===== config.mk =====
export PLATFORM = sky130hd
export DESIGN_NAME = fpu_issue_ctrl
export DESIGN_NICKNAME = d
export VERILOG_FILES = /design/src/rtl/core_pkg.sv /design/src/rtl/fpu_tag_fifo.sv /design/src/rtl/fpu_issue_ctrl.sv
export SDC_FILE = /design/constraint.sdc
export NUM_CORES = 1
export LEC_CHECK = 0
export BUFFER_PORTS_ARGS = -buffer_cell sky130_fd_sc_hd__buf_4
export CORE_MARGIN = 3
export CORE_UTILIZATION = 38
export DETAILED_ROUTE_END_ITERATION = 8
export PLACE_DENSITY = 0.72
export SYNTH_ARGS = -nofsm -noshare
export SYNTH_HDL_FRONTEND = slang
export SYNTH_SLANG_ARGS = --single-unit

===== constraint.sdc =====
create_clock -name clk_i -period 3.62 [get_ports clk_i]
set_input_delay 0.724 -clock clk_i [delete_from_list [all_inputs] [get_ports clk_i]]
set_output_delay 0.724 -clock clk_i [all_outputs]
set_load 0.02 [all_outputs]

===== src/rtl/core_pkg.sv =====
// Shared types for the FP issue controller: register bank selector,
// issue FSM states and the tag recorded for every op handed to the FPU.
package core_pkg;

  typedef enum logic {
    X_REG = 1'b0,
    F_REG = 1'b1
  } reg_bank_mux_t;

  typedef enum logic [1:0] {
    FPU_IDLE  = 2'd0,
    FPU_BUSY  = 2'd1,
    FPU_DRAIN = 2'd2
  } fpu_issue_state_t;

  typedef struct packed {
    logic          live;
    logic [4:0]    rd_addr;
    reg_bank_mux_t bank;
  } fpu_tag_t;

  localparam int TAG_W = $bits(fpu_tag_t);

  // True when a live in-flight destination matches an ID source; x0 never
  // carries a dependency, so it is excluded.
  function automatic logic tag_hits_src(fpu_tag_t tag, logic [4:0] rs_addr,
                                        reg_bank_mux_t rs_bank);
    return tag.live && (tag.rd_addr == rs_addr) && (tag.bank == rs_bank) &&
           !((rs_bank == X_REG) && (rs_addr == 5'd0));
  endfunction

endpackage


===== src/rtl/fpu_tag_fifo.sv =====
// In-order tag FIFO for ops issued to the FPU. Exposes the head, fill level
// and all entries ordered oldest-first so the top can compare every
// in-flight destination. Popped slots have their live bit cleared so stale
// storage never looks like an in-flight op.
module fpu_tag_fifo
  import core_pkg::*;
#(
  parameter int DEPTH = 2
) (
  input  logic                     clk,
  input  logic                     rst_n,
  input  logic                     push,
  input  logic [TAG_W-1:0]         push_data,
  input  logic                     pop,
  output logic [TAG_W-1:0]         head,
  output logic                     full,
  output logic                     empty,
  output logic [$clog2(DEPTH):0]   count,
  output logic [DEPTH*TAG_W-1:0]   entries,
  output logic [DEPTH-1:0]         occupied
);

  localparam int AW = $clog2(DEPTH);
  localparam logic [AW:0]   CNT_ONE  = (AW+1)'(1);
  localparam logic [AW:0]   CNT_FULL = (AW+1)'(DEPTH);
  localparam logic [AW-1:0] PTR_ONE  = AW'(1);

  fpu_tag_t      mem [DEPTH];
  logic [AW-1:0] rd_ptr;
  logic [AW-1:0] wr_ptr;
  logic          do_push;
  logic          do_pop;

  assign full    = (count == CNT_FULL);
  assign empty   = (count == '0);
  assign do_push = push & !full;
  assign do_pop  = pop & !empty;
  assign head    = mem[rd_ptr];

  // Storage, pointers and fill level; a pop retires the head slot
  always_ff @(posedge clk or negedge rst_n) begin
    if (!rst_n) begin
      rd_ptr <= '0;
      wr_ptr <= '0;
      count  <= '0;
      for (int i = 0; i < DEPTH; i++) mem[i] <= '0;
    end else begin
      if (do_pop) begin
        mem[rd_ptr].live <= 1'b0;
        rd_ptr           <= rd_ptr + PTR_ONE;
      end
      if (do_push) begin
        mem[wr_ptr] <= fpu_tag_t'(push_data);
        wr_ptr      <= wr_ptr + PTR_ONE;
      end
      if (do_push && !do_pop)      count <= count + CNT_ONE;
      else if (do_pop && !do_push) count <= count - CNT_ONE;
    end
  end

  // Present entries oldest-first with an occupancy mask
  always_comb begin
    entries  = '0;
    occupied = '0;
    for (int i = 0; i < DEPTH; i++) begin
      entries[i*TAG_W +: TAG_W] = mem[rd_ptr + AW'(i)];
      occupied[i]               = ((AW+1)'(i) < count);
    end
  end

endmodule


===== src/rtl/fpu_issue_ctrl.sv =====
// FP issue controller: runs the req/gnt/rvalid handshake between ID and the
// shared FPU, tracks in-flight destinations in a tag FIFO, raises RAW stalls
// on live in-flight destinations and steers FPU results to writeback.
// Optional build macro FPU_ISSUE_PERF_EN adds three 32-bit wrapping
// performance counters (grant stalls, busy cycles, killed pops).
module fpu_issue_ctrl
  import core_pkg::*;
#(
  parameter int MAX_OUTSTANDING = 2
) (
  input  logic        clk_i,
  input  logic        rst_n_i,
  input  logic        fpu_op_valid_id_i,
  input  logic        flush_id_i,
  input  logic        fpu_op_ex_i,
  input  logic [4:0]  rd_addr_id_i,
  input  logic        rd_dst_bank_id_i,
  input  logic [4:0]  rs1_addr_id_i,
  input  logic [4:0]  rs2_addr_id_i,
  input  logic [4:0]  rs3_addr_id_i,
  input  logic        rs1_src_bank_id_i,
  input  logic        rs2_src_bank_id_i,
  input  logic        rs3_src_bank_id_i,
  output logic        fpu_req_id_o,
  output logic        fpu_gnt_id_o,
  output logic        fpu_busy_ex_o,
  output logic        fpu_raw_stall_o,
  output logic        apu_req_o,
  input  logic        apu_gnt_i,
  input  logic        apu_rvalid_i,
  output logic        fpu_wb_valid_o,
  output logic [4:0]  fpu_wb_rd_addr_o,
  output logic        fpu_wb_bank_o,
  output logic        fpu_proto_err_o
`ifdef FPU_ISSUE_PERF_EN
  ,
  output logic [31:0] perf_gnt_stall_o,
  output logic [31:0] perf_busy_o,
  output logic [31:0] perf_killed_o
`endif
);

  localparam int AW = $clog2(MAX_OUTSTANDING);
  localparam logic [AW:0] CNT_ONE = (AW+1)'(1);
  localparam logic [AW:0] CNT_TWO = (AW+1)'(2);

  fpu_issue_state_t state;
  fpu_issue_state_t state_next;
  fpu_tag_t         push_tag;
  fpu_tag_t         head_tag;
  fpu_tag_t         entry [MAX_OUTSTANDING];
  logic [TAG_W-1:0] head_flat;
  logic [MAX_OUTSTANDING*TAG_W-1:0] entries_flat;
  logic [MAX_OUTSTANDING-1:0]       occupied;
  logic [AW:0]      count;
  logic [AW:0]      count_next;
  logic             full;
  logic             empty;
  logic             push;
  logic             pop;
  logic             head_live;
  logic             any_live;
  logic             raw_stall;
  logic             next_head_live;
  logic             proto_err;

  assign push_tag = '{live:    !flush_id_i,
                      rd_addr: rd_addr_id_i,
                      bank:    reg_bank_mux_t'(rd_dst_bank_id_i)};

  assign fpu_req_id_o     = fpu_op_valid_id_i;
  assign apu_req_o        = fpu_op_valid_id_i & !full & !raw_stall;
  assign fpu_gnt_id_o     = apu_req_o & apu_gnt_i;
  assign push             = fpu_gnt_id_o;
  assign pop              = apu_rvalid_i & !empty;
  assign head_tag         = fpu_tag_t'(head_flat);
  assign head_live        = !empty & head_tag.live;
  assign fpu_raw_stall_o  = raw_stall;
  assign fpu_wb_valid_o   = pop & head_tag.live;
  assign fpu_wb_rd_addr_o = fpu_wb_valid_o ? head_tag.rd_addr : 5'd0;
  assign fpu_wb_bank_o    = fpu_wb_valid_o & (head_tag.bank == F_REG);
  assign fpu_busy_ex_o    = fpu_op_ex_i & any_live &
                            !(apu_rvalid_i & head_live & (count == CNT_ONE));
  assign fpu_proto_err_o  = proto_err;

  fpu_tag_fifo #(
    .DEPTH (MAX_OUTSTANDING)
  ) u_tag_fifo (
    .clk       (clk_i),
    .rst_n     (rst_n_i),
    .push      (push),
    .push_data (push_tag),
    .pop       (pop),
    .head      (head_flat),
    .full      (full),
    .empty     (empty),
    .count     (count),
    .entries   (entries_flat),
    .occupied  (occupied)
  );

  for (genvar g = 0; g < MAX_OUTSTANDING; g++) begin : g_unpack
    assign entry[g] = fpu_tag_t'(entries_flat[g*TAG_W +: TAG_W]);
  end

  // RAW detection against live in-flight entries; the retiring head is exempt
  always_comb begin
    raw_stall = 1'b0;
    any_live  = 1'b0;
    for (int i = 0; i < MAX_OUTSTANDING; i++) begin
      if (occupied[i] && entry[i].live) begin
        any_live = 1'b1;
        if (!((i == 0) && pop) &&
            (tag_hits_src(entry[i], rs1_addr_id_i, reg_bank_mux_t'(rs1_src_bank_id_i)) ||
             tag_hits_src(entry[i], rs2_addr_id_i, reg_bank_mux_t'(rs2_src_bank_id_i)) ||
             tag_hits_src(entry[i], rs3_addr_id_i, reg_bank_mux_t'(rs3_src_bank_id_i))))
          raw_stall = 1'b1;
      end
    end
  end

  // Fill level and head liveness as they will be after this cycle's push/pop
  always_comb begin
    count_next     = count;
    next_head_live = head_tag.live;
    if (push && !pop)      count_next = count + CNT_ONE;
    else if (pop && !push) count_next = count - CNT_ONE;
    if (pop)        next_head_live = (count >= CNT_TWO) ? entry[1].live : push_tag.live;
    else if (empty) next_head_live = push_tag.live;
  end

  // Issue FSM state register
  always_ff @(posedge clk_i or negedge rst_n_i) begin
    if (!rst_n_i) state <= FPU_IDLE;
    else          state <= state_next;
  end

  // Issue FSM next state, following the FIFO contents after push/pop
  always_comb begin
    state_next = state;
    case (state)
      FPU_IDLE: begin
        if (push) state_next = push_tag.live ? FPU_BUSY : FPU_DRAIN;
      end
      FPU_BUSY, FPU_DRAIN: begin
        if (count_next == '0) state_next = FPU_IDLE;
        else if (pop)         state_next = next_head_live ? FPU_BUSY : FPU_DRAIN;
      end
      default: state_next = FPU_IDLE;
    endcase
  end

  // Sticky flag for a result arriving with nothing outstanding
  always_ff @(posedge clk_i or negedge rst_n_i) begin
    if (!rst_n_i)                   proto_err <= 1'b0;
    else if (apu_rvalid_i && empty) proto_err <= 1'b1;
  end

`ifdef FPU_ISSUE_PERF_EN
  // Wrapping event counters for grant stalls, EX busy cycles and killed pops
  always_ff @(posedge clk_i or negedge rst_n_i) begin
    if (!rst_n_i) begin
      perf_gnt_stall_o <= 32'd0;
      perf_busy_o      <= 32'd0;
      perf_killed_o    <= 32'd0;
    end else begin
      if (fpu_req_id_o && !fpu_gnt_id_o) perf_gnt_stall_o <= perf_gnt_stall_o + 32'd1;
      if (fpu_busy_ex_o)                 perf_busy_o      <= perf_busy_o + 32'd1;
      if (pop && !head_tag.live)         perf_killed_o    <= perf_killed_o + 32'd1;
    end
  end
`endif

endmodule

* Word-level counts from Yosys, hierarchy flattened
Cells that the tools add are included.
** Storage, ports and cells
- Output and inout port bits :: 13
- Register bits after elaboration :: 19
- Word-level logic and storage cells :: 126
- Input bits :: 31
** Cells by class
- Add/subtract/negate cells :: 4
- $lt $le $gt $ge :: 7
- Equal/unequal tests :: 14
- Mux-type cells :: 23
- Bitwise gates (word level) :: 19
- Reductions and logical operators :: 49
** Operators by type and width (count)
- 7-bit two-way mux :: 8
- 5-bit equality test :: 6
- 1-bit logical AND :: 29
- 14-bit bitwise mux :: 2
- 14-bit two-way mux :: 2
- 5-bit zero test :: 3
- 7-bit demux with 1-bit select :: 2
- 1-bit bitwise AND :: 13
- 1-bit zero test :: 11
- 1-bit equality test :: 6
- 2-bit >= comparator (second input constant) :: 3
- 1-bit two-way mux :: 6
- 1-bit NOT with 2-bit output :: 3
- 5-bit two-way mux :: 1
- 1-bit logical OR :: 4
- 1-bit by 2-bit < comparator with 1-bit output (first input constant) :: 2
- 2-bit by 1-bit < comparator with 1-bit output (second input constant) :: 2
- 2-bit two-way mux :: 2
- 1-bit NOT :: 3
- 1-bit adder (second input constant) :: 2
- 2-bit by 1-bit adder with 2-bit output (second input constant) :: 1
- 2-bit by 1-bit equality test with 1-bit output (second input constant) :: 1
- 2-bit equality test (second input constant) :: 1
- 2-bit zero test :: 1
- other kinds (2) :: 2

* Logic depth before layout (Yosys ltp)
Gate-level depths: netlist (run 1).
- Depth in word-level cells :: 23
- Mapped depth :: 11
- Mapped depth without buffers :: 9

* By module
A second synthesis (run 1) with hierarchy kept.
** Unflattened totals
- Cells, all modules :: 170
- Area, all modules :: 1730.4 um2
** Modules (own cells, without submodules)
- fpu_tag_fifo :: times used 1, area each 1089.8 um2, seq. area each 450.4 um2, cells an instance 86
- fpu_issue_ctrl :: times used 1, area each 640.6 um2, seq. area each 25.0 um2, cells an instance 84

* Worst setup path after synthesis (run 1)
No wires, ideal clock.
- Path kind :: input-to-output
- Start :: input port rs3_addr_id_i[2]
- End :: output port apu_req_o
- Path buffers :: 0
- Data required time :: 2.896 ns
- Path slack :: 0.198 ns
- Data arrival time :: 2.698 ns
- Stages on the path :: 7
- Path through :: or4_1 nor3_1 nor4_1 nand4_1 a31oi_2 or2_2 nor3b_1
** On the way
- Cells in the longest elaborated chain, start to end :: 12
- Elaborated cells between the ends (all ways) :: 20
- Classes of those cells :: 2 x eq/ne; 4 x mux; 1 x bitwise; 13 x reduce/logical
** Ends and longest elaborated chain
- start, declared :: line fpu_issue_ctrl.sv:20 : input logic [4:0] rs3_addr_id_i,
- 5-bit equality test / 5-bit zero test (equally long branches) :: line core_pkg.sv:28, core_pkg.sv:29
- 1-bit logical AND, on equally long branches :: line core_pkg.sv:28, core_pkg.sv:29
- 1-bit logical AND / 1-bit zero test (equally long branches) :: line core_pkg.sv:28, core_pkg.sv:29
- 1-bit logical AND :: line core_pkg.sv:28 : return tag.live && (tag.rd_addr == rs_addr) && (tag.bank == rs_bank) &&
- 1-bit logical OR :: line fpu_issue_ctrl.sv:115 : tag_hits_src(entry[i], rs2_addr_id_i, reg_bank_mux_t'(rs2_src_bank_id_i)) ||
- 1-bit logical AND :: line fpu_issue_ctrl.sv:113 : if (!((i == 0) && pop) &&
- 1-bit two-way mux :: line fpu_issue_ctrl.sv:113
- 1-bit two-way mux :: line fpu_issue_ctrl.sv:111 : if (occupied[i] && entry[i].live) begin
- 1-bit two-way mux :: line fpu_issue_ctrl.sv:113
- 1-bit two-way mux * :: line fpu_issue_ctrl.sv:111
- named net fpu_raw_stall_o :: line fpu_issue_ctrl.sv:27 : output logic fpu_raw_stall_o,
- 1-bit zero test * :: line fpu_issue_ctrl.sv:72 : assign apu_req_o = fpu_op_valid_id_i & !full & !raw_stall;
- 1-bit bitwise AND * :: line fpu_issue_ctrl.sv:72
- end, declared :: line fpu_issue_ctrl.sv:28 : output logic apu_req_o,
Mark *: on every way through the listed nets, which the timed path passes. The rest lies on a longest branch.

* Final worst setup path (run 1)
- Start :: register u_tag_fifo.rd_ptr
- End :: output port fpu_gnt_id_o
** On the way
- Cells in the longest elaborated chain, start to end :: 18
- Elaborated cells between the ends (all ways) :: 53
- Classes of those cells :: 1 x add/sub; 12 x eq/ne; 10 x mux; 4 x bitwise; 26 x reduce/logical
** Ends and longest elaborated chain
- start, declared :: line fpu_tag_fifo.sv:29 : logic [AW-1:0] rd_ptr;
- start signal, assigned :: line fpu_tag_fifo.sv:50 : rd_ptr <= rd_ptr + PTR_ONE;
- 1-bit NOT with 2-bit output (implied by the code) :: line fpu_tag_fifo.sv:66 : entries[i*TAG_W +: TAG_W] = mem[rd_ptr + AW'(i)];
- 7-bit two-way mux (implied by the code) (3 in a row) :: line fpu_tag_fifo.sv:66
- 5-bit equality test :: line core_pkg.sv:28
- 1-bit logical AND (3 in a row) :: line core_pkg.sv:28
- 1-bit logical OR :: line fpu_issue_ctrl.sv:114 : (tag_hits_src(entry[i], rs1_addr_id_i, reg_bank_mux_t'(rs1_src_bank_id_i)) ||
- 1-bit logical OR :: line fpu_issue_ctrl.sv:115
- 1-bit logical AND :: line fpu_issue_ctrl.sv:113
- 1-bit two-way mux :: line fpu_issue_ctrl.sv:113
- 1-bit two-way mux :: line fpu_issue_ctrl.sv:111
- 1-bit two-way mux :: line fpu_issue_ctrl.sv:113
- 1-bit two-way mux * :: line fpu_issue_ctrl.sv:111
- 1-bit zero test * :: line fpu_issue_ctrl.sv:72
- 1-bit bitwise AND * :: line fpu_issue_ctrl.sv:72
- 1-bit bitwise AND * :: line fpu_issue_ctrl.sv:73 : assign fpu_gnt_id_o = apu_req_o & apu_gnt_i;
- end, declared :: line fpu_issue_ctrl.sv:25 : output logic fpu_gnt_id_o,
Mark *: on every way between the ends. The rest lies on a longest branch, timed or not. The select of a mux whose other input is x is not followed.

==> impl_table.tex, run 1 <==
\begin{tabular}{lr}
\hline
Metric & Value \\
\hline
\multicolumn{2}{l}{\textbf{Outcome}} \\
Run status & complete, no violations \\
\multicolumn{2}{l}{\textbf{Clocking}} \\
Max Buffers Root-to-Sink & 2 \\
Clock tree from TritonCTS & yes \\
Post-CTS clock slew at the launch and capture registers of the worst setup and hold paths & about 0.07 ns \\
Clock latency at the later pin of the worst-skew pair & approximately 0.25 ns \\
Number of instances resized during post-cts repair & 0 \\
Deepest level of the CTS H-tree & 1 \\
Count of clock tree sinks & 19 \\
TritonCTS Buffers & 3 \\
Root buf cell & sky130\_fd\_sc\_hd\_\_clkbuf\_8 \\
\multicolumn{2}{l}{\textbf{Timing}} \\
Final TNS setup & 0 ns \\
Final setup vio count & 0 \\
Unrepaired setup endpoints after global routing & no \\
Final Hold Violating Endpoints & 0 \\
Minimum setup slack in the final design & 0.2029 ns \\
Period utilisation layout & 94.40\% \\
Tightest slew margin relative to the limit & 62.87\% \\
Final min period & $\sim$3.4 ns \\
Highest attainable clock frequency & about 0.29 GHz \\
Setup clock skew after layout & 0.004483 ns \\
Post-Route Hold Slack & 0.3386 ns \\
Final Max Tran Viols & 0 \\
Worst-margin pin slew & 0.5414 ns \\
\multicolumn{2}{l}{\textbf{Power and ir drop}} \\
Relative contribution of combinational cells to total power & about two thirds \\
Total leakage power & 0.0009570 µW \\
Switching power as a share of total power & a little over two fifths \\
Switching power & 683.6 µW \\
Clock network fraction of total power & 9.2\% \\
Internal power & roughly 940 µW \\
P per Cell Area & 787.2 mW/mm² \\
Sequential cell fraction of total power & 25.3\% \\
Worst vdd ir & 0.0002443 V \\
\multicolumn{2}{l}{\textbf{Finish}} \\
Layout fillers & 333 \\
Diode count & 0 \\
Final Net Count & 238 \\
Syn-to-layout area delta & 30.26\% \\
Cell Count, Final, Fillers Out & 250 \\
Proportion of layout cells with a drive suffix above 1 & 36.63\% \\
\multicolumn{2}{l}{\textbf{Routing}} \\
Final wirelength & $\sim$3.8 mm \\
Ratio of routed vias to standard cells & 5.036 \\
Overall via count from detail\_route & 1,259 \\
Routed Antenna Nets & 0 \\
First-iteration detailed-routing DRC count & 104 \\
Routed wire length per instance & 15.28 µm \\
Initial DRT Pass Iterations & 4 \\
Number of DRC violations after detailed routing & 0 \\
\multicolumn{2}{l}{\textbf{Synth}} \\
Most numerous cell in the Yosys netlist & sky130\_fd\_sc\_hd\_\_xnor2\_1 \\
Cell types occupying the most area after synthesis & sky130\_fd\_sc\_hd\_\_dfrtp\_1 30\%, sky130\_fd\_sc\_hd\_\_xnor2\_1 12\%, sky130\_fd\_sc\_hd\_\_mux2\_4 11\% \\
Combinational family with the most area after synthesis & XOR/XNOR gates \\
Compound-Gate Fraction of Synth Area & around 5.1\% \\
Fraction of synthesized cell area in xor and xnor cells & approximately 22\% \\
Ys async rst share & 100.0\% \\
Count of flip-flops with a built-in enable after synthesis & 0 \\
Library cell with the largest summed area after synthesis & sky130\_fd\_sc\_hd\_\_dfrtp\_1 \\
Mean instance size in the synthesized netlist & between 10 and 15 µm² \\
Number of flip-flops and latches in the synthesized netlist & 19 \\
Synthesized netlist net count & $\sim$180 \\
Area share of the largest cell type after synthesis & 29.94\% \\
Warnings, synthesis & 0 \\
Most instantiated cells after synthesis & 22 x sky130\_fd\_sc\_hd\_\_xnor2\_1, 19 x sky130\_fd\_sc\_hd\_\_dfrtp\_1, 18 x sky130\_fd\_sc\_hd\_\_xor2\_1 \\
Library cells used by synthesis & 29 \\
Share of synthesized cell area in and, or, nand and nor gates & 14.97\% \\
Multiplexer share of the synthesized area & 21.43\% \\
Share of synthesized cell area in full adder, half adder and majority cells & 3.152\% \\
Proportion of synthesized chip area in sequential cells & 29.94\% \\
Most used DFF post-synth & sky130\_fd\_sc\_hd\_\_dfrtp\_1 \\
Cell count after synthesis & 147 \\
Cell area after technology mapping & 0.001588 mm² \\
\multicolumn{2}{l}{\textbf{Floorplan}} \\
Die Y-Extent & 70.64 µm \\
Die extent in x & 70.64 µm \\
Number of ports placed on the die boundary & between 40 and 50 \\
CORE AREA & 0.003854 mm² \\
\# rows & 22 \\
Initial standard-cell utilization of the core & about 40\% \\
Total die area & 0.004990 mm² \\
\multicolumn{2}{l}{\textbf{Place}} \\
DPL Wire Length & between 3 and 4 mm \\
Worst slack after detailed placement & 0.2081 ns \\
IO buf count & 43 \\
Cell count after placement & 245 \\
Final weighted congestion in routability-driven placement & 0.9175 \\
\multicolumn{2}{l}{\textbf{GRT}} \\
Vias in the first global route & 1,232 \\
GRT overflow & 0 \\
First-pass GRT wire length & 6.072 mm \\
Global router's overall resource usage & 15.44\% \\
Maximum number of pins on one net before global-route repair & 20 \\
Initial antenna violation count & 0 \\
\multicolumn{2}{l}{\textbf{Critical path}} \\
Sort of element at the start of the critical path & register \\
Setup Crit Path Kind & reg -> out \\
Critical path arrival & between 2 and 3 ns \\
Largest fanout of any net on the critical path & 8 \\
CP Data Required Time & 2.90 ns \\
Category of the worst setup path capture point & primary output \\
\multicolumn{2}{l}{\textbf{Worst hold path}} \\
Worst hold path type & in -> async \\
\multicolumn{2}{l}{\textbf{Flow run}} \\
Max Cap Violations & 0 \\
\hline
\end{tabular}
-- worst paths after layout --
path	startpoint	endpoint	slack (ns)	cells past startpoint
max in group asynchronous	rst_n_i	u_tag_fifo.rd_ptr$_DFFE_PN0P_	3.07	1
min reg2reg	fpu_proto_err_o$_DFFE_PN0P_	fpu_proto_err_o$_DFFE_PN0P_	0.46	1
min in group clk_i	fpu_proto_err_o$_DFFE_PN0P_	fpu_proto_err_o$_DFFE_PN0P_	0.46	1
max	u_tag_fifo.rd_ptr$_DFFE_PN0P_	fpu_gnt_id_o	0.20	10
max reg2reg	u_tag_fifo.rd_ptr$_DFFE_PN0P_	u_tag_fifo.mem[0]$_DFFE_PN0P_	0.76	11
min	rst_n_i	u_tag_fifo.mem[10]$_DFFE_PN0P_	0.34	1
-- cell families after synthesis --
| kind of cell | after synthesis |
|---|---|
| AOI/OAI and AO/OA | 9 |
| xor gates and xnor gates | 40 |
| adders and majority gates | 4 |
| buffers and inverters | 9 |
| DFF | 19 |
| muxes | 28 |
| and+or+nand+nor | 38 |
-- registers in the layout, indices dropped and copies added (netlist names) --
register           flops
fpu_proto_err_o        1
u_tag_fifo.mem        14
u_tag_fifo.rd_ptr      1
u_tag_fifo.wr_ptr      1
u_tag_fifo.count       2
-- critical path, cell delays in order, from the launching register on --
cell,delay (ns)
sky130_fd_sc_hd__dfrtp_1,0.53
sky130_fd_sc_hd__buf_4,0.23
sky130_fd_sc_hd__mux2i_1,0.19
sky130_fd_sc_hd__buf_4,0.16
sky130_fd_sc_hd__xnor2_1,0.07
sky130_fd_sc_hd__nor4_1,0.26
sky130_fd_sc_hd__nand4_1,0.21
sky130_fd_sc_hd__a311oi_4,0.36
sky130_fd_sc_hd__buf_4,0.20
sky130_fd_sc_hd__nor3_1,0.07
sky130_fd_sc_hd__buf_4,0.17
-- stage by stage --
| stage | area [µm²] | total power [µW] | utilization (%) |
|---|---|---|---|
| 2_1_floorplan | 1588 | 1183 | - |
| 6_report | 2068 | 1628 | 53.67 |
| 5_1_grt | 2068 | 1745 | 53.67 |
| 3_3_place_gp | 2016 | 1471 | 52.31 |
| 3_5_place_dp | 2016 | 1476 | 52.31 |
| 4_1_cts | 2061 | 1633 | 53.47 |
-- power groups by stage --
stage	logic (µW)	registers, µW	clock network (µW)
finish	1070	412	149
CTS	1070	412	151
global route	1160	432	158
global placement	1060	412	0
floorplan	804	379	0
detailed placement	1060	416	0
-- routing by layer --
metal	global-route usage, %	share of wire, %
met1	22.05	51
met2	24.22	42
met3	1.989	5.1
met4	5.010	1.9
met5	0	0
-- final cells by class --
type / instances / area [µm²] / share of cell area, %
inverter: 6 / 22.52 / 1.089
tap: 48 / 60.06 / 2.904
sequential: 19 / 475.5 / 22.99
multi-input combinational: 119 / 1060 / 51.24
timing repair buffer: 54 / 405.4 / 19.60
clock buffer: 4 / 45.04 / 2.178
-- repair_timing --
action / 4_1_cts / 5_1_grt
hold buffers: 0 / 0
setup buffers: 0 / 1
setup endpoints to repair: 0 / 1
-- cells in the final DEF (no fill, tap or decap), drive strengths merged, types with 2 or more instances in the layout --
cell,netlist,final
a31oi,3,3
nor3,6,6
ha,4,4
or4,2,2
xor2,18,18
o21ai,3,3
nor4,5,5
nand2,2,2
mux2,12,12
mux2i,16,16
xnor2,22,22
buf,3,54
nor2,10,10
dfrtp,19,19
clkbuf,0,4
inv,6,6
nand4,6,6
Note: power is estimated with default switching activity, not from simulation.
==> run 2, diff against run 1 <==
--- a/config.mk
+++ b/config.mk
@@ -10,5 +10,4 @@
 export CORE_UTILIZATION = 38
 export DETAILED_ROUTE_END_ITERATION = 8
-export PLACE_DENSITY = 0.72
 export SYNTH_ARGS = -nofsm -noshare
 export SYNTH_HDL_FRONTEND = slang
==> constraint.sdc (replaced) <==
create_clock -name clk_i -period 3.62 [get_ports clk_i]
set_input_delay 0.724 -clock clk_i [delete_from_list [all_inputs] [get_ports clk_i]]
set_output_delay 0.724 -clock clk_i [all_outputs]
set_load 0.005 [all_outputs]
==> run 2 against run 1 <==
  * Die area is the same
  * Utilization shrank 0.49 points
  * Power shrank 1.4%
==> impl_table.tex, run 2 (synthesis results as in run 1) <==
\begin{tabular}{lr}
\hline
Metric & Value \\
\hline
\multicolumn{2}{l}{\textbf{Place}} \\
DPL Wire Length & 3.205 mm (+4.0\%) \\
Final weighted congestion in routability-driven placement & 0.8230 (-10\%) \\
Worst slack after detailed placement & 0.2679 ns (+0.05985 ns) \\
IO buf count & 43 (unchanged) \\
\multicolumn{2}{l}{\textbf{Routing}} \\
Routed Antenna Nets & 0 (unchanged) \\
Overall via count from detail\_route & 1,270 (+0.87\%) \\
Ratio of routed vias to standard cells & 5.142 (+2.1\%) \\
Routed wire length per instance & 16.19 µm (+5.9\%) \\
First-iteration detailed-routing DRC count & 24 (-77\%) \\
Final wirelength & 3.998 mm (+4.7\%) \\
Number of DRC violations after detailed routing & 0 (unchanged) \\
Initial DRT Pass Iterations & 4 (unchanged) \\
\multicolumn{2}{l}{\textbf{GRT}} \\
Global router's overall resource usage & 17.21\% (+1.8 points) \\
Vias in the first global route & 1,437 (+17\%) \\
First-pass GRT wire length & 6.762 mm (+11\%) \\
GRT overflow & 0 (unchanged) \\
Initial antenna violation count & 0 (unchanged) \\
Maximum number of pins on one net before global-route repair & 20 (unchanged) \\
\multicolumn{2}{l}{\textbf{Floorplan}} \\
Initial standard-cell utilization of the core & 41.20\% (unchanged) \\
\# rows & 22 (unchanged) \\
Number of ports placed on the die boundary & 44 (unchanged) \\
CORE AREA & 0.003854 mm² (unchanged) \\
Total die area & 0.004990 mm² (unchanged) \\
Die extent in x & 70.64 µm (unchanged) \\
Die Y-Extent & 70.64 µm (unchanged) \\
\multicolumn{2}{l}{\textbf{Critical path}} \\
Sort of element at the start of the critical path & input pin \\
Setup Crit Path Kind & in -> out \\
Worst Reg-to-Reg Cells & 10 (-1) \\
CP Capture Point & apu\_req\_o \\
Largest fanout of any net on the critical path & 5 (-3) \\
Register-to-register path setup slack & 0.93 ns (+0.17 ns) \\
Category of the worst setup path capture point & primary output \\
Slowest cell on the critical path & sky130\_fd\_sc\_hd\_\_or4\_1 \\
Cell Chain, Critical Path & buf\_4 -> or4\_1 -> nor3\_1 -> nor4\_1 -> nand4\_1 -> a311oi\_4 -> or2\_2 -> nor3b\_1 -> buf\_4 \\
Cell seen most often among critical-path stages & sky130\_fd\_sc\_hd\_\_buf\_4 \\
R2R Path Start & u\_tag\_fifo.rd\_ptr\$\_DFFE\_PN0P\_ \\
CP Data Required Time & 2.90 ns (about the same) \\
Endpoint of the most critical register-to-register path & u\_tag\_fifo.count[1]\$\_DFFE\_PN0P\_ \\
Startpoint of the most critical setup path & rs1\_addr\_id\_i[2] \\
Critical path arrival & 2.64 ns (-0.05 ns) \\
Largest stage delay on the critical path & 0.51 ns (-0.02 ns) \\
\multicolumn{2}{l}{\textbf{Finish}} \\
Final Net Count & 235 (-1.3\%) \\
Top flop regs & u\_tag\_fifo.mem x14, u\_tag\_fifo.count x2 \\
Top library cells by usage in the layout, fill and taps aside & 51 x sky130\_fd\_sc\_hd\_\_buf\_4, 22 x sky130\_fd\_sc\_hd\_\_xnor2\_1, 19 x sky130\_fd\_sc\_hd\_\_dfrtp\_1 \\
Syn-to-layout area delta & 29.08\% \\
Number of flip-flops under the largest register name & 14 (unchanged) \\
Diode count & 0 (unchanged) \\
Layout fillers & 367 (+10\%) \\
Proportion of layout cells with a drive suffix above 1 & 36.18\% (-0.45 points) \\
Largest register by flop count & u\_tag\_fifo.mem \\
Leading cell type in the layout, fill and taps excluded & sky130\_fd\_sc\_hd\_\_buf\_4 \\
\multicolumn{2}{l}{\textbf{Timing}} \\
Final min period & 3.363 ns (-0.05441 ns) \\
Period utilisation layout & 92.89\% (-1.5 points) \\
Final setup vio count & 0 (unchanged) \\
Unrepaired setup endpoints after global routing & no \\
Worst-margin pin slew & 0.5565 ns (+0.01507 ns) \\
Highest attainable clock frequency & 0.2974 GHz (+1.6\%) \\
Tightest slew margin relative to the limit & 61.84\% (-1.0 points) \\
Minimum setup slack in the final design & 0.2573 ns (+0.05441 ns) \\
Final Max Tran Viols & 0 (unchanged) \\
Final Hold Violating Endpoints & 0 (unchanged) \\
Setup clock skew after layout & 0.007236 ns (+0.002753 ns) \\
Final TNS setup & 0 ns (unchanged) \\
\multicolumn{2}{l}{\textbf{Flow run}} \\
Max Cap Violations & 0 (unchanged) \\
\multicolumn{2}{l}{\textbf{Clocking}} \\
Clock latency at the later pin of the worst-skew pair & 0.25 ns (about the same) \\
Root buf cell & sky130\_fd\_sc\_hd\_\_clkbuf\_8 \\
Total of hold buffers inserted after clock tree synthesis & 0 (unchanged) \\
TritonCTS Buffers & 3 (unchanged) \\
Max Buffers Root-to-Sink & 2 (unchanged) \\
Deepest level of the CTS H-tree & 1 (unchanged) \\
Post-CTS clock slew at the launch and capture registers of the worst setup and hold paths & 0.08 ns (about the same) \\
Clock tree from TritonCTS & yes \\
Count of clock tree sinks & 19 (unchanged) \\
\multicolumn{2}{l}{\textbf{Power and ir drop}} \\
Worst vdd ir & 0.0003485 V (+43\%) \\
P per Cell Area & 783.1 mW/mm² (-0.52\%) \\
Total leakage power & 0.0009397 µW (-1.8\%) \\
\multicolumn{2}{l}{\textbf{Worst hold path}} \\
Worst hold path type & in -> async \\
\multicolumn{2}{l}{\textbf{Outcome}} \\
Run status & complete, no violations \\
\hline
\end{tabular}
## run 2: metrics by stage
step / util, % / power, µW / cells / area, µm² / hold slack (ns)
6_report: 53.18 / 1605 / 247 / 2049 / 0.3322
5_1_grt: 53.18 / 1749 / 247 / 2049 / 0.3414
4_1_cts: 53.08 / 1613 / 247 / 2046 / 0.3372
3_5_place_dp: 51.92 / 1451 / 243 / 2001 / 0.4548
3_3_place_gp: 51.92 / 1434 / 243 / 2001 / 0.4443
2_1_floorplan: - / 1154 / 147 / 1588 / 0.4284
## run 2: how the worst min path moves through the flow
| stage | from | endpoint | slack [ns] | depth (start not counted) |
|---|---|---|---|---|
| floorplan | rst_n_i | fpu_proto_err_o$_DFFE_PN0P_ | 0.43 | 0 |
| global placement | fpu_proto_err_o$_DFFE_PN0P_ | fpu_proto_err_o$_DFFE_PN0P_ | 0.44 | 1 |
| detailed placement | fpu_proto_err_o$_DFFE_PN0P_ | fpu_proto_err_o$_DFFE_PN0P_ | 0.45 | 1 |
| CTS | rst_n_i | u_tag_fifo.wr_ptr$_DFFE_PN0P_ | 0.34 | 1 |
| global route | rst_n_i | u_tag_fifo.wr_ptr$_DFFE_PN0P_ | 0.34 | 1 |
| finish | rst_n_i | u_tag_fifo.count[0]$_DFFE_PN0P_ | 0.33 | 1 |
## run 2: final cells by class
| cell class | instances | area [µm²] | area share (%) |
|---|---|---|---|
| Tap cell | 48 | 60.06 | 2.930 |
| Clock buffer | 4 | 45.04 | 2.198 |
| Inverter | 6 | 22.52 | 1.099 |
| Multi-Input combinational cell | 119 | 1064 | 51.89 |
| Sequential cell | 19 | 475.5 | 23.20 |
| Timing Repair Buffer | 51 | 382.9 | 18.68 |
## run 2: report_power, final
group	internal [µW]	switching (µW)	leakage [µW]
logic	544	509	0.000692
clock network	78.2	70.7	0.0000228
registers	315	87.5	0.000225
## run 2: routing by layer
metal,share of wire (%),track usage (%),wire length (µm),up-vias
met5,0,0,0,-
met4,2.3,6.054,92,0
met3,6.2,4.119,247,8
met2,52,31.70,2063,42
met1,40,19.23,1594,598
li1,-,-,-,622
## run 2: worst max-delay path: cells and delay by family
| kind | cells | cell delay, ns |
|---|---|---|
| AO/OA/AOI/OAI | 1 | 0.17 |
| AND/OR/NAND/NOR | 6 | 1.47 |
| buffers and inverters | 2 | 0.27 |
## run 2: what timing repair did
item | CTS | global route
endpoints found under the hold margin | 0 | 0
resized for setup | 0 | 1
buffers inserted | 0 | 0
endpoints found under the setup margin | 0 | 1
